<file path="config.mk">
export PLATFORM = sky130hd
export DESIGN_NAME = fifo_rd_drain_flat
export DESIGN_NICKNAME = d
export VERILOG_FILES = /design/src/rtl/shared_pkg.sv /design/src/rtl/fifo_rd_drain_if.sv /design/src/rtl/drain_skid_buf.sv /design/src/rtl/fifo_rd_drain.sv /design/src/flat_wrapper.sv
export SDC_FILE = /design/constraint.sdc
export NUM_CORES = 1
export LEC_CHECK = 0
export BUFFER_PORTS_ARGS = -buffer_cell sky130_fd_sc_hd__buf_2
export CORE_MARGIN = 4
export CORE_UTILIZATION = 53
export DETAILED_ROUTE_END_ITERATION = 8
export GPL_ROUTABILITY_DRIVEN = 1
export GPL_TIMING_DRIVEN = 1
export PLACE_DENSITY = 0.79
export SETUP_SLACK_MARGIN = 0.2
export SLEW_MARGIN = 5
export SYNTH_ARGS = -nofsm -noshare
export SYNTH_HDL_FRONTEND = slang
export SYNTH_SLANG_ARGS = --single-unit
</file>
<file path="constraint.sdc">
create_clock -name clk -period 2.5 [get_ports clk]
set_input_delay 0.375 -clock clk [delete_from_list [all_inputs] [get_ports clk]]
set_output_delay 0.375 -clock clk [all_outputs]
set_load 0.05 [all_outputs]
</file>
<file path="src/rtl/shared_pkg.sv">
// Shared FIFO parameters and the drain controller state type.
package shared_pkg;

    localparam int FIFO_WIDTH = 16;
    localparam int FIFO_DEPTH = 16;

    typedef enum logic [1:0] {
        IDLE = 2'd0,
        RUN  = 2'd1,
        STOP = 2'd2
    } drain_state_e;

endpackage

</file>
<file path="src/rtl/fifo_rd_drain_if.sv">
// FIFO read port plus output valid/ready stream seen by the drain controller.
// master: the drain controller. slave: the FIFO read side and the stream sink.
interface fifo_rd_drain_if
    import shared_pkg::*;
#(
    parameter int DATA_WIDTH = FIFO_WIDTH
) ();

    logic                  fifo_rd_en;
    logic                  fifo_empty;
    logic [DATA_WIDTH-1:0] fifo_data_out;
    logic                  fifo_underflow;
    logic                  m_valid;
    logic [DATA_WIDTH-1:0] m_data;
    logic                  m_ready;

    modport master (
        output fifo_rd_en,
        input  fifo_empty,
        input  fifo_data_out,
        input  fifo_underflow,
        output m_valid,
        output m_data,
        input  m_ready
    );

    modport slave (
        input  fifo_rd_en,
        output fifo_empty,
        output fifo_data_out,
        output fifo_underflow,
        input  m_valid,
        input  m_data,
        output m_ready
    );

endinterface

</file>
<file path="src/rtl/drain_skid_buf.sv">
// Two-entry circular skid buffer: 1-bit wrapping pointers, head entry always
// visible on head_data, occupancy 0..2. Callers never push when full nor pop
// when empty.
module drain_skid_buf #(
    parameter int DATA_WIDTH = 16
) (
    input  logic                  clk,
    input  logic                  rst,
    input  logic                  push,
    input  logic [DATA_WIDTH-1:0] push_data,
    input  logic                  pop,
    output logic [DATA_WIDTH-1:0] head_data,
    output logic [1:0]            occ
);

    logic       wr_ptr_reg;
    logic       rd_ptr_reg;
    logic [1:0] occ_reg;

    for (genvar gi = 0; gi < 2; gi++) begin : g_entry
        logic [DATA_WIDTH-1:0] data_reg;

        // Entry gi captures the pushed word when the write pointer selects it.
        always_ff @(posedge clk) begin
            if (rst) begin
                data_reg <= '0;
            end else if (push && (wr_ptr_reg == 1'(gi))) begin
                data_reg <= push_data;
            end
        end
    end

    // Pointers wrap naturally; push+pop in one cycle leaves occupancy unchanged.
    always_ff @(posedge clk) begin
        if (rst) begin
            wr_ptr_reg <= 1'b0;
            rd_ptr_reg <= 1'b0;
            occ_reg    <= 2'd0;
        end else begin
            if (push) begin
                wr_ptr_reg <= ~wr_ptr_reg;
            end
            if (pop) begin
                rd_ptr_reg <= ~rd_ptr_reg;
            end
            occ_reg <= occ_reg + {1'b0, push} - {1'b0, pop};
        end
    end

    assign head_data = rd_ptr_reg ? g_entry[1].data_reg : g_entry[0].data_reg;
    assign occ       = occ_reg;

endmodule

</file>
<file path="src/rtl/fifo_rd_drain.sv">
// FIFO read-side drain controller: issues reads against the empty flag with a
// 2-word credit limit, lands read data in a skid buffer and presents it as a
// valid/ready stream. Optional feature macro: DRAIN_UNDERFLOW_CHECK_EN
// (discard words flagged by fifo_underflow and raise a sticky error).
module fifo_rd_drain
    import shared_pkg::*;
#(
    parameter int DATA_WIDTH = FIFO_WIDTH,
    parameter int CNT_WIDTH  = 16
) (
    input  logic                 clk,
    input  logic                 rst,
    input  logic                 drain_en,
    fifo_rd_drain_if.master      bus,
    output logic                 busy,
    output logic [CNT_WIDTH-1:0] words_out,
    output logic                 underflow_err
);

    drain_state_e          state_reg;
    logic                  busy_reg;
    logic                  inflight_reg;
    logic [CNT_WIDTH-1:0]  words_out_reg;
    logic [1:0]            occ;
    logic [2:0]            level;
    logic [DATA_WIDTH-1:0] head_data;
    logic                  m_valid;
    logic                  pop;
    logic                  push;
    logic                  rd_en;

    assign m_valid = (occ != 2'd0);
    assign pop     = m_valid && bus.m_ready;

    // Buffered plus in-flight words; a read is allowed while this, less any
    // pop happening now, stays below the two buffer entries.
    assign level = {1'b0, occ} + {2'b00, inflight_reg};
    assign rd_en = (state_reg == RUN) && !bus.fifo_empty
                   && (level < (3'd2 + {2'b00, pop}));

`ifdef DRAIN_UNDERFLOW_CHECK_EN
    logic underflow_err_reg;

    assign push = inflight_reg && !bus.fifo_underflow;

    // Sticky error: a landing word flagged by the FIFO as underflow is dropped.
    always_ff @(posedge clk) begin
        if (rst) begin
            underflow_err_reg <= 1'b0;
        end else if (inflight_reg && bus.fifo_underflow) begin
            underflow_err_reg <= 1'b1;
        end
    end

    assign underflow_err = underflow_err_reg;
`else
    logic unused_underflow;

    assign unused_underflow = bus.fifo_underflow;
    assign push             = inflight_reg;
    assign underflow_err    = 1'b0;
`endif

    // Control FSM with registered busy; STOP lingers until the last read lands.
    always_ff @(posedge clk) begin
        if (rst) begin
            state_reg <= IDLE;
            busy_reg  <= 1'b0;
        end else begin
            case (state_reg)
                IDLE: begin
                    if (drain_en) begin
                        state_reg <= RUN;
                        busy_reg  <= 1'b1;
                    end
                end
                RUN: begin
                    if (!drain_en) begin
                        state_reg <= STOP;
                    end
                end
                STOP: begin
                    if (drain_en) begin
                        state_reg <= RUN;
                    end else if (!inflight_reg) begin
                        state_reg <= IDLE;
                        busy_reg  <= 1'b0;
                    end
                end
                default: begin
                    state_reg <= IDLE;
                    busy_reg  <= 1'b0;
                end
            endcase
        end
    end

    // A read issued now returns data next cycle; reset drops any such word.
    always_ff @(posedge clk) begin
        if (rst) begin
            inflight_reg <= 1'b0;
        end else begin
            inflight_reg <= rd_en;
        end
    end

    // Saturating count of words accepted downstream.
    always_ff @(posedge clk) begin
        if (rst) begin
            words_out_reg <= '0;
        end else if (pop && (words_out_reg != '1)) begin
            words_out_reg <= words_out_reg + CNT_WIDTH'(1);
        end
    end

    drain_skid_buf #(
        .DATA_WIDTH(DATA_WIDTH)
    ) u_skid (
        .clk       (clk),
        .rst       (rst),
        .push      (push),
        .push_data (bus.fifo_data_out),
        .pop       (pop),
        .head_data (head_data),
        .occ       (occ)
    );

    assign bus.fifo_rd_en = rd_en;
    assign bus.m_valid    = m_valid;
    assign bus.m_data     = head_data;
    assign busy           = busy_reg;
    assign words_out      = words_out_reg;

endmodule

</file>
<file path="src/flat_wrapper.sv">
// flat-port wrapper written by rule: the top's interface ports become plain ports
module fifo_rd_drain_flat import shared_pkg::*;
#(
    parameter int DATA_WIDTH = FIFO_WIDTH,
    parameter int CNT_WIDTH  = 16
)
  (clk, rst, drain_en, busy, words_out, underflow_err, bus_fifo_rd_en, bus_fifo_empty, bus_fifo_data_out, bus_fifo_underflow, bus_m_valid, bus_m_data, bus_m_ready);
  fifo_rd_drain_if #(.DATA_WIDTH(DATA_WIDTH)) bus_i ();
  input  logic clk;
  input  logic rst;
  input  logic drain_en;
  output logic busy;
  output logic [CNT_WIDTH-1:0] words_out;
  output logic underflow_err;
  output wire logic [$bits(bus_i.fifo_rd_en)-1:0] bus_fifo_rd_en;
  input wire logic [$bits(bus_i.fifo_empty)-1:0] bus_fifo_empty;
  input wire logic [$bits(bus_i.fifo_data_out)-1:0] bus_fifo_data_out;
  input wire logic [$bits(bus_i.fifo_underflow)-1:0] bus_fifo_underflow;
  output wire logic [$bits(bus_i.m_valid)-1:0] bus_m_valid;
  output wire logic [$bits(bus_i.m_data)-1:0] bus_m_data;
  input wire logic [$bits(bus_i.m_ready)-1:0] bus_m_ready;
  assign bus_fifo_rd_en = bus_i.fifo_rd_en;
  assign bus_i.fifo_empty = bus_fifo_empty;
  assign bus_i.fifo_data_out = bus_fifo_data_out;
  assign bus_i.fifo_underflow = bus_fifo_underflow;
  assign bus_m_valid = bus_i.m_valid;
  assign bus_m_data = bus_i.m_data;
  assign bus_i.m_ready = bus_m_ready;
  fifo_rd_drain #(.DATA_WIDTH(DATA_WIDTH), .CNT_WIDTH(CNT_WIDTH)) u_core (.clk(clk), .rst(rst), .drain_en(drain_en), .bus(bus_i), .busy(busy), .words_out(words_out), .underflow_err(underflow_err));
endmodule
</file>
==> Word level (Yosys, flattened, before mapping) <==
Cells that the tools add are included.
{ "totals": {"reg_bits": 56, "elab_cells": 47} }
{ "op_classes": {"addsub": 5, "bitwise": 3, "n_reduce_logical": 11, "eq_ne": 8, "order_cmp": 1, "muxes": 10} }
{ "op_table": {"columns": ["cell", "n"], "rows": [
  ["adder 16 x 1 -> 16 bit (second input constant)", 1],
  ["two-way mux 16 bit", 1],
  ["!= test 16 bit (second input constant)", 1],
  ["two-way mux 2 bit", 4],
  ["!= test 2 bit (second input constant)", 4],
  ["logical AND 1 bit", 6],
  ["one-hot mux 2 bit (3 select lines)", 1],
  ["AND reduction 4 bit", 1],
  ["adder 2 x 1 -> 3 bit", 1],
  ["adder 2 x 1 -> 3 bit (first input constant)", 1],
  ["< comparator 3 bit", 1],
  ["two-way mux 1 bit", 3],
  ["!= test 3 bit (second input constant)", 1],
  ["inverter 1 bit", 3],
  ["one-hot mux 1 bit (3 select lines)", 1],
  ["AND reduction 3 bit", 1],
  ["adder 2 x 1 -> 2 bit", 1],
  ["== test 2 x 1 -> 1 bit (second input constant)", 1],
  ["== test 2 bit (second input constant)", 1],
  ["zero test 2 bit", 1],
  ["nonzero test 2 bit", 1],
  ["subtractor 2 x 1 -> 2 bit", 1],
  ["zero test 1 bit", 1]
]} }

==> Longest topological paths before layout <==
{ "depth": {"word_depth": 5, "mapped_depth": 8} }

==> Hierarchy <==
From an unflattened synthesis, not the netlist that was laid out.
{ "hier_totals": {"cells_unflattened": 304, "hier_area_um2": 2576.2} }
{ "by_module_without_submodules": {"columns": ["mod", "seq_area_each_um2", "n_inst", "cells_per_inst", "area_per_inst_um2"], "rows": [
  ["drain_skid_buf", 720.7, 1, 177, 1495.2],
  ["fifo_rd_drain", 400.4, 1, 127, 1081.0]
]} }

==> Least setup slack after synthesis <==
Ideal clock, no wire load.
{ "synth_timing": {"path_type": "register -> output", "startpoint": "register u_core.u_skid.occ_reg[0], in the netlist u_core.u_skid.occ[0]", "endpoint": "output port bus_fifo_rd_en", "path_buffers": 0, "arrival_time_ns": 2.514, "stages_incl_launch_ff": 5, "t_required_ns": 2.125, "setup_slack_ns": -0.389, "path_cell_list": "dfxtp_1 > ha_1 > ha_1 > o21ai_0 > nor4b_1"} }
{ "synth_via": {"elab_chain_cells": 5, "word_cells_on_any_way": 6, "classes_between": "add/sub (2); order compare (1); reduce/logical (3)"} }
{ "synth_lines": {"columns": ["item", "line_no", "text"], "rows": [
  ["start: declaration", "drain_skid_buf.sv:18", "logic [1:0] occ_reg;"],
  ["start signal: assignment", "drain_skid_buf.sv:46", "occ_reg <= occ_reg + {1'b0, push} - {1'b0, pop};"],
  ["nonzero test 2 bit", "fifo_rd_drain.sv:32", "assign m_valid = (occ != 2'd0);"],
  ["logical AND 1 bit", "fifo_rd_drain.sv:33", "assign pop = m_valid && bus.m_ready;"],
  ["adder 2 x 1 -> 3 bit", "fifo_rd_drain.sv:39", "&& (level < (3'd2 + {2'b00, pop}));"],
  ["< comparator 3 bit *", "fifo_rd_drain.sv:39", null],
  ["logical AND 1 bit *", "fifo_rd_drain.sv:39", null],
  ["end: declaration", "flat_wrapper.sv:15", "output wire logic [$bits(bus_i.fifo_rd_en)-1:0] bus_fifo_rd_en;"]
]} }
Mark *: on every way between the ends. The rest lies on a longest branch, timed or not.

==> Worst setup path after layout <==
{ "layout_timing": {"startpoint": "register u_core.inflight_reg", "endpoint": "output port bus_fifo_rd_en"} }
{ "layout_via": {"elab_chain_cells": 3} }
{ "layout_lines": {"columns": ["item", "line_no", "text"], "rows": [
  ["start: declaration", "fifo_rd_drain.sv:22", "logic inflight_reg;"],
  ["start signal: assignment", "fifo_rd_drain.sv:103", "inflight_reg <= rd_en;"],
  ["adder 2 x 1 -> 3 bit", "fifo_rd_drain.sv:37", "assign level = {1'b0, occ} + {2'b00, inflight_reg};"],
  ["< comparator 3 bit", "fifo_rd_drain.sv:39", null],
  ["logical AND 1 bit", "fifo_rd_drain.sv:39", null]
]} }
No other way between the ends.

==> run_summary.xml <==
<?xml version="1.0" encoding="UTF-8"?>
<metrics>
  <group name="outcome">
    <metric name="outcome" unit="">finished, final reports clean</metric>
  </group>
  <group name="synth">
    <metric name="part_of_the_yosys_area_used_for_sequential_elements" unit="%">45.1</metric>
    <metric name="postSynthRegisterBits" unit="">56</metric>
    <metric name="synth.top_cells.by_area" unit="">sky130_fd_sc_hd__dfxtp_1 45%, sky130_fd_sc_hd__nand2_1 11%, sky130_fd_sc_hd__a21oi_1 8.3%, sky130_fd_sc_hd__mux2_2 7.2%, sky130_fd_sc_hd__ha_1 2.5%</metric>
    <metric name="syn-instance-count" unit="">300</metric>
    <metric name="synth_nets" unit="">327</metric>
    <metric name="post_synth_num_cell_types" unit="">40</metric>
    <metric name="yosys.area.top_type_share" unit="%">45.1</metric>
    <metric name="syn-cell-area" unit="um^2">2490</metric>
    <metric name="syn_area_per_cell" unit="um^2">8.29</metric>
    <metric name="post-synth-top-area-cell" unit="">sky130_fd_sc_hd__dfxtp_1</metric>
    <metric name="yosysWarnings" unit="">0</metric>
  </group>
  <group name="place">
    <metric name="dpl-instance-area" unit="um^2">2800</metric>
    <metric name="detailedPlace.worstSlack" unit="ns">0.512</metric>
    <metric name="dp_cells" unit="">395</metric>
    <metric name="port_buffers" unit="">55</metric>
    <metric name="routabilityCongestion" unit="">0.822</metric>
    <metric name="placed_wire_length_estimate" unit="mm">3.77</metric>
  </group>
  <group name="final_layout">
    <metric name="finalInstanceArea" unit="um^2">2930</metric>
    <metric name="most_common_cell_after_layout_fill_and_taps_aside" unit="">sky130_fd_sc_hd__nand2_1</metric>
    <metric name="layout.nets" unit="">377</metric>
    <metric name="drive_gt1_share" unit="%">25.1</metric>
    <metric name="layout.cells.non_filler" unit="">403</metric>
    <metric name="filler_cell_count" unit="">392</metric>
    <metric name="area_of_the_multi_input_gates" unit="um^2">1270</metric>
    <metric name="final_core_util" unit="%">65.9</metric>
    <metric name="areaGrowthSynthToFinish" unit="%">17.7</metric>
    <metric name="largest_register_ff_count" unit="">32</metric>
    <metric name="layout.cells.most_common_list" unit="">74 x sky130_fd_sc_hd__nand2_1, 56 x sky130_fd_sc_hd__dfxtp_1, 54 x sky130_fd_sc_hd__buf_2</metric>
    <metric name="final-seq-area" unit="um^2">1120</metric>
    <metric name="n_antenna_cell" unit="">0</metric>
  </group>
  <group name="sta">
    <metric name="max_slew_margin" unit="%">52.4</metric>
    <metric name="grt_setup_unrepaired" unit="">false</metric>
    <metric name="skew" unit="ns">0.00528</metric>
    <metric name="tightestPinTransition" unit="ns">0.714</metric>
    <metric name="timing.final.max_slew_violations" unit="">0</metric>
    <metric name="final_setup_violation_count" unit="">0</metric>
    <metric name="fin_ws" unit="ns">0.348</metric>
    <metric name="hold_slack" unit="ns">0.275</metric>
    <metric name="finalSetupTns" unit="ns">0</metric>
    <metric name="fmaxAchievable" unit="MHz">465</metric>
    <metric name="report.final.hold_viol_count" unit="">0</metric>
    <metric name="min_period_over_period" unit="%">86.1</metric>
    <metric name="finalWorstPathRequiredPeriod" unit="ns">2.15</metric>
  </group>
  <group name="clocking">
    <metric name="cts_inserted_buffers" unit="">5</metric>
    <metric name="cts-root-buf" unit="">sky130_fd_sc_hd__clkbuf_8</metric>
    <metric name="clock_slew_at_reported_path_ffs" unit="ns">0.09</metric>
    <metric name="clkLatencyLatePin" unit="ns">0.31</metric>
    <metric name="hold_buffers" unit="">0</metric>
    <metric name="h-tree-depth" unit="">2</metric>
    <metric name="post_cts.repair.setup_buffers" unit="">0</metric>
    <metric name="tritoncts_num_sinks" unit="">56</metric>
    <metric name="clock_path_buffers" unit="">2</metric>
    <metric name="tritoncts_clock_tree" unit="">done</metric>
  </group>
  <group name="die">
    <metric name="placement_rows" unit="">24</metric>
    <metric name="num_io_pins" unit="">58</metric>
    <metric name="core_region_area" unit="um^2">4440</metric>
    <metric name="floorplan.die_area" unit="um^2">5850</metric>
    <metric name="die_width" unit="um">76.5</metric>
    <metric name="starting_utilization_of_the_core_area" unit="%">55.9</metric>
    <metric name="die_h" unit="um">76.5</metric>
  </group>
  <group name="global_route">
    <metric name="grt_max_degree" unit="">46</metric>
    <metric name="grt_pass1_vias" unit="">2079</metric>
    <metric name="grt_remaining_overflow" unit="">0</metric>
    <metric name="overall_global_routing_usage" unit="%">19.4</metric>
    <metric name="grt_first_pass_wirelength" unit="mm">9.48</metric>
    <metric name="grt_antenna_before_repair" unit="">0</metric>
  </group>
  <group name="setup_path">
    <metric name="r2r.worst_path.cells" unit="">4</metric>
    <metric name="cp_num_buf_inv" unit="">1</metric>
    <metric name="highest_delay_cell_along_the_critical_path" unit="">sky130_fd_sc_hd__dfxtp_1</metric>
    <metric name="r2r_slack" unit="ns">0.51</metric>
    <metric name="crit-reg2reg-launch" unit="">u_core.u_skid.occ[1]</metric>
    <metric name="cp_common_cell" unit="">sky130_fd_sc_hd__ha_1</metric>
    <metric name="worst_ep_arrival_time" unit="ns">1.78</metric>
    <metric name="worstSetupStartpointType" unit="">register</metric>
    <metric name="slowest_stage_delay_on_critical_path" unit="ns">0.46</metric>
    <metric name="critical_path_required" unit="ns">2.12</metric>
    <metric name="crit_end_element" unit="">output port</metric>
    <metric name="timing.critical_path.depth" unit="">5</metric>
    <metric name="path_delay_family" unit="">flip-flops</metric>
    <metric name="crit_path_cell_trace" unit="">ha_1 -&gt; ha_1 -&gt; o21ai_0 -&gt; nor4b_2 -&gt; clkbuf_4</metric>
    <metric name="worstSetupEndpoint" unit="">bus_fifo_rd_en</metric>
    <metric name="timing_worst_setup_path_type" unit="">register to output port</metric>
    <metric name="critical_path_peak_fanout" unit="">7</metric>
    <metric name="rr_endpoint" unit="">u_core.words_out[11]</metric>
    <metric name="critPathLaunch" unit="">u_core.inflight_reg</metric>
  </group>
  <group name="drt">
    <metric name="drt_iter0_markers" unit="">120</metric>
    <metric name="dr_total_vias" unit="">2224</metric>
    <metric name="ant_nets" unit="">0</metric>
    <metric name="route.detailed.drc" unit="">0</metric>
    <metric name="firstDrtPassIters" unit="">4</metric>
    <metric name="vias_per_cell" unit="">5.52</metric>
    <metric name="drt-wirelength-per-cell" unit="um">13.5</metric>
    <metric name="totalWireLength" unit="mm">5.46</metric>
  </group>
  <group name="worst_hold_path">
    <metric name="hold_path_class" unit="">input pin to register</metric>
    <metric name="timing.hold.worst_path_depth" unit="">2</metric>
  </group>
  <group name="pwr">
    <metric name="finalPower" unit="mW">2.04</metric>
    <metric name="pwr_density_cell" unit="nW/um^2">697</metric>
    <metric name="vdd.ir_drop.worst" unit="mV">0.486</metric>
    <metric name="static-leakage-power" unit="nW">1.19</metric>
  </group>
  <group name="job">
    <metric name="maxCapViolCount" unit="">0</metric>
  </group>
</metrics>
-- power breakdown --
group	leakage [nW]	total, mW	internal (mW)	switching [mW]
Combinational	0.670	0.405	0.154	0.251
Clock	0.0645	0.640	0.354	0.286
Sequential	0.453	0.996	0.933	0.0629
-- worst min path at each step --
stage / from / to / slack (ns)
after floorplan: u_core.u_skid.g_entry[1].data_reg[0] / u_core.u_skid.g_entry[1].data_reg[0] / 0.43
after global placement: u_core.u_skid.g_entry[1].data_reg[14] / u_core.u_skid.g_entry[1].data_reg[14] / 0.44
after detailed placement: u_core.u_skid.g_entry[1].data_reg[5] / u_core.u_skid.g_entry[1].data_reg[5] / 0.44
after CTS: drain_en / u_core.state_reg[1] / 0.27
after global routing: drain_en / u_core.state_reg[1] / 0.26
final: drain_en / u_core.state_reg[1] / 0.27
-- what timing repair did --
item	CTS	global route
endpoints found under the setup margin	0	1
gates resized for setup	0	1
endpoints found under the hold margin	0	0
-- kinds of logic (layout without fill, tap and decap cells) --
group / count (synthesis) / after routing / synth area share [%]
multiplexers: 22 / 22 / 9.81
AO/OA/AOI/OAI: 62 / 62 / 14.0
AND/OR/NAND/NOR: 126 / 126 / 23.4
flip-flops: 56 / 56 / 45.1
adder cells (fa/ha/maj): 5 / 5 / 2.52
buffers and inverters: 25 / 76 / 3.98
XOR/XNOR: 3 / 3 / 1.06
other: 1 / 1 / 0.151
-- routing by layer --
metal / wire, um / share of wire (%) / track usage, %
met4: 57 / 1.0 / 4.89
met5: 0 / 0 / 0
met2: 2720 / 50 / 33.1
met1: 2430 / 44 / 24.0
met3: 258 / 4.7 / 5.20
-- area by class of cell --
cell class | instances | share of cell area [%]
inverters | 9 | 1.15
multi-input cells | 219 | 43.5
well taps | 52 | 2.22
flip-flops and latches | 56 | 38.3
clock buffers | 7 | 3.29
clock inverters | 1 | 1.03
repair buffers | 59 | 10.5
-- synthesized netlist by cell type, drive strengths merged --
cell type / number
nand2: 74
dfxtp: 56
a21oi: 41
mux2: 19
clkbuf: 13
nor2: 12
inv: 9
o21ai: 7
a211oi: 5
ha: 5
nand3: 5
nor2b: 5
or3: 5
nand2b: 4
nand4: 4
nor3: 4
nor4: 4
or4: 4
buf: 3
mux2i: 3
o31ai: 3
o211ai: 2
xnor2: 2
a311oi: 1
a31oi: 1
and2: 1
and3b: 1
and4: 1
conb: 1
nor4b: 1
o21a: 1
o21bai: 1
or2: 1
xor2: 1
(Power assumes the default switching activity.)
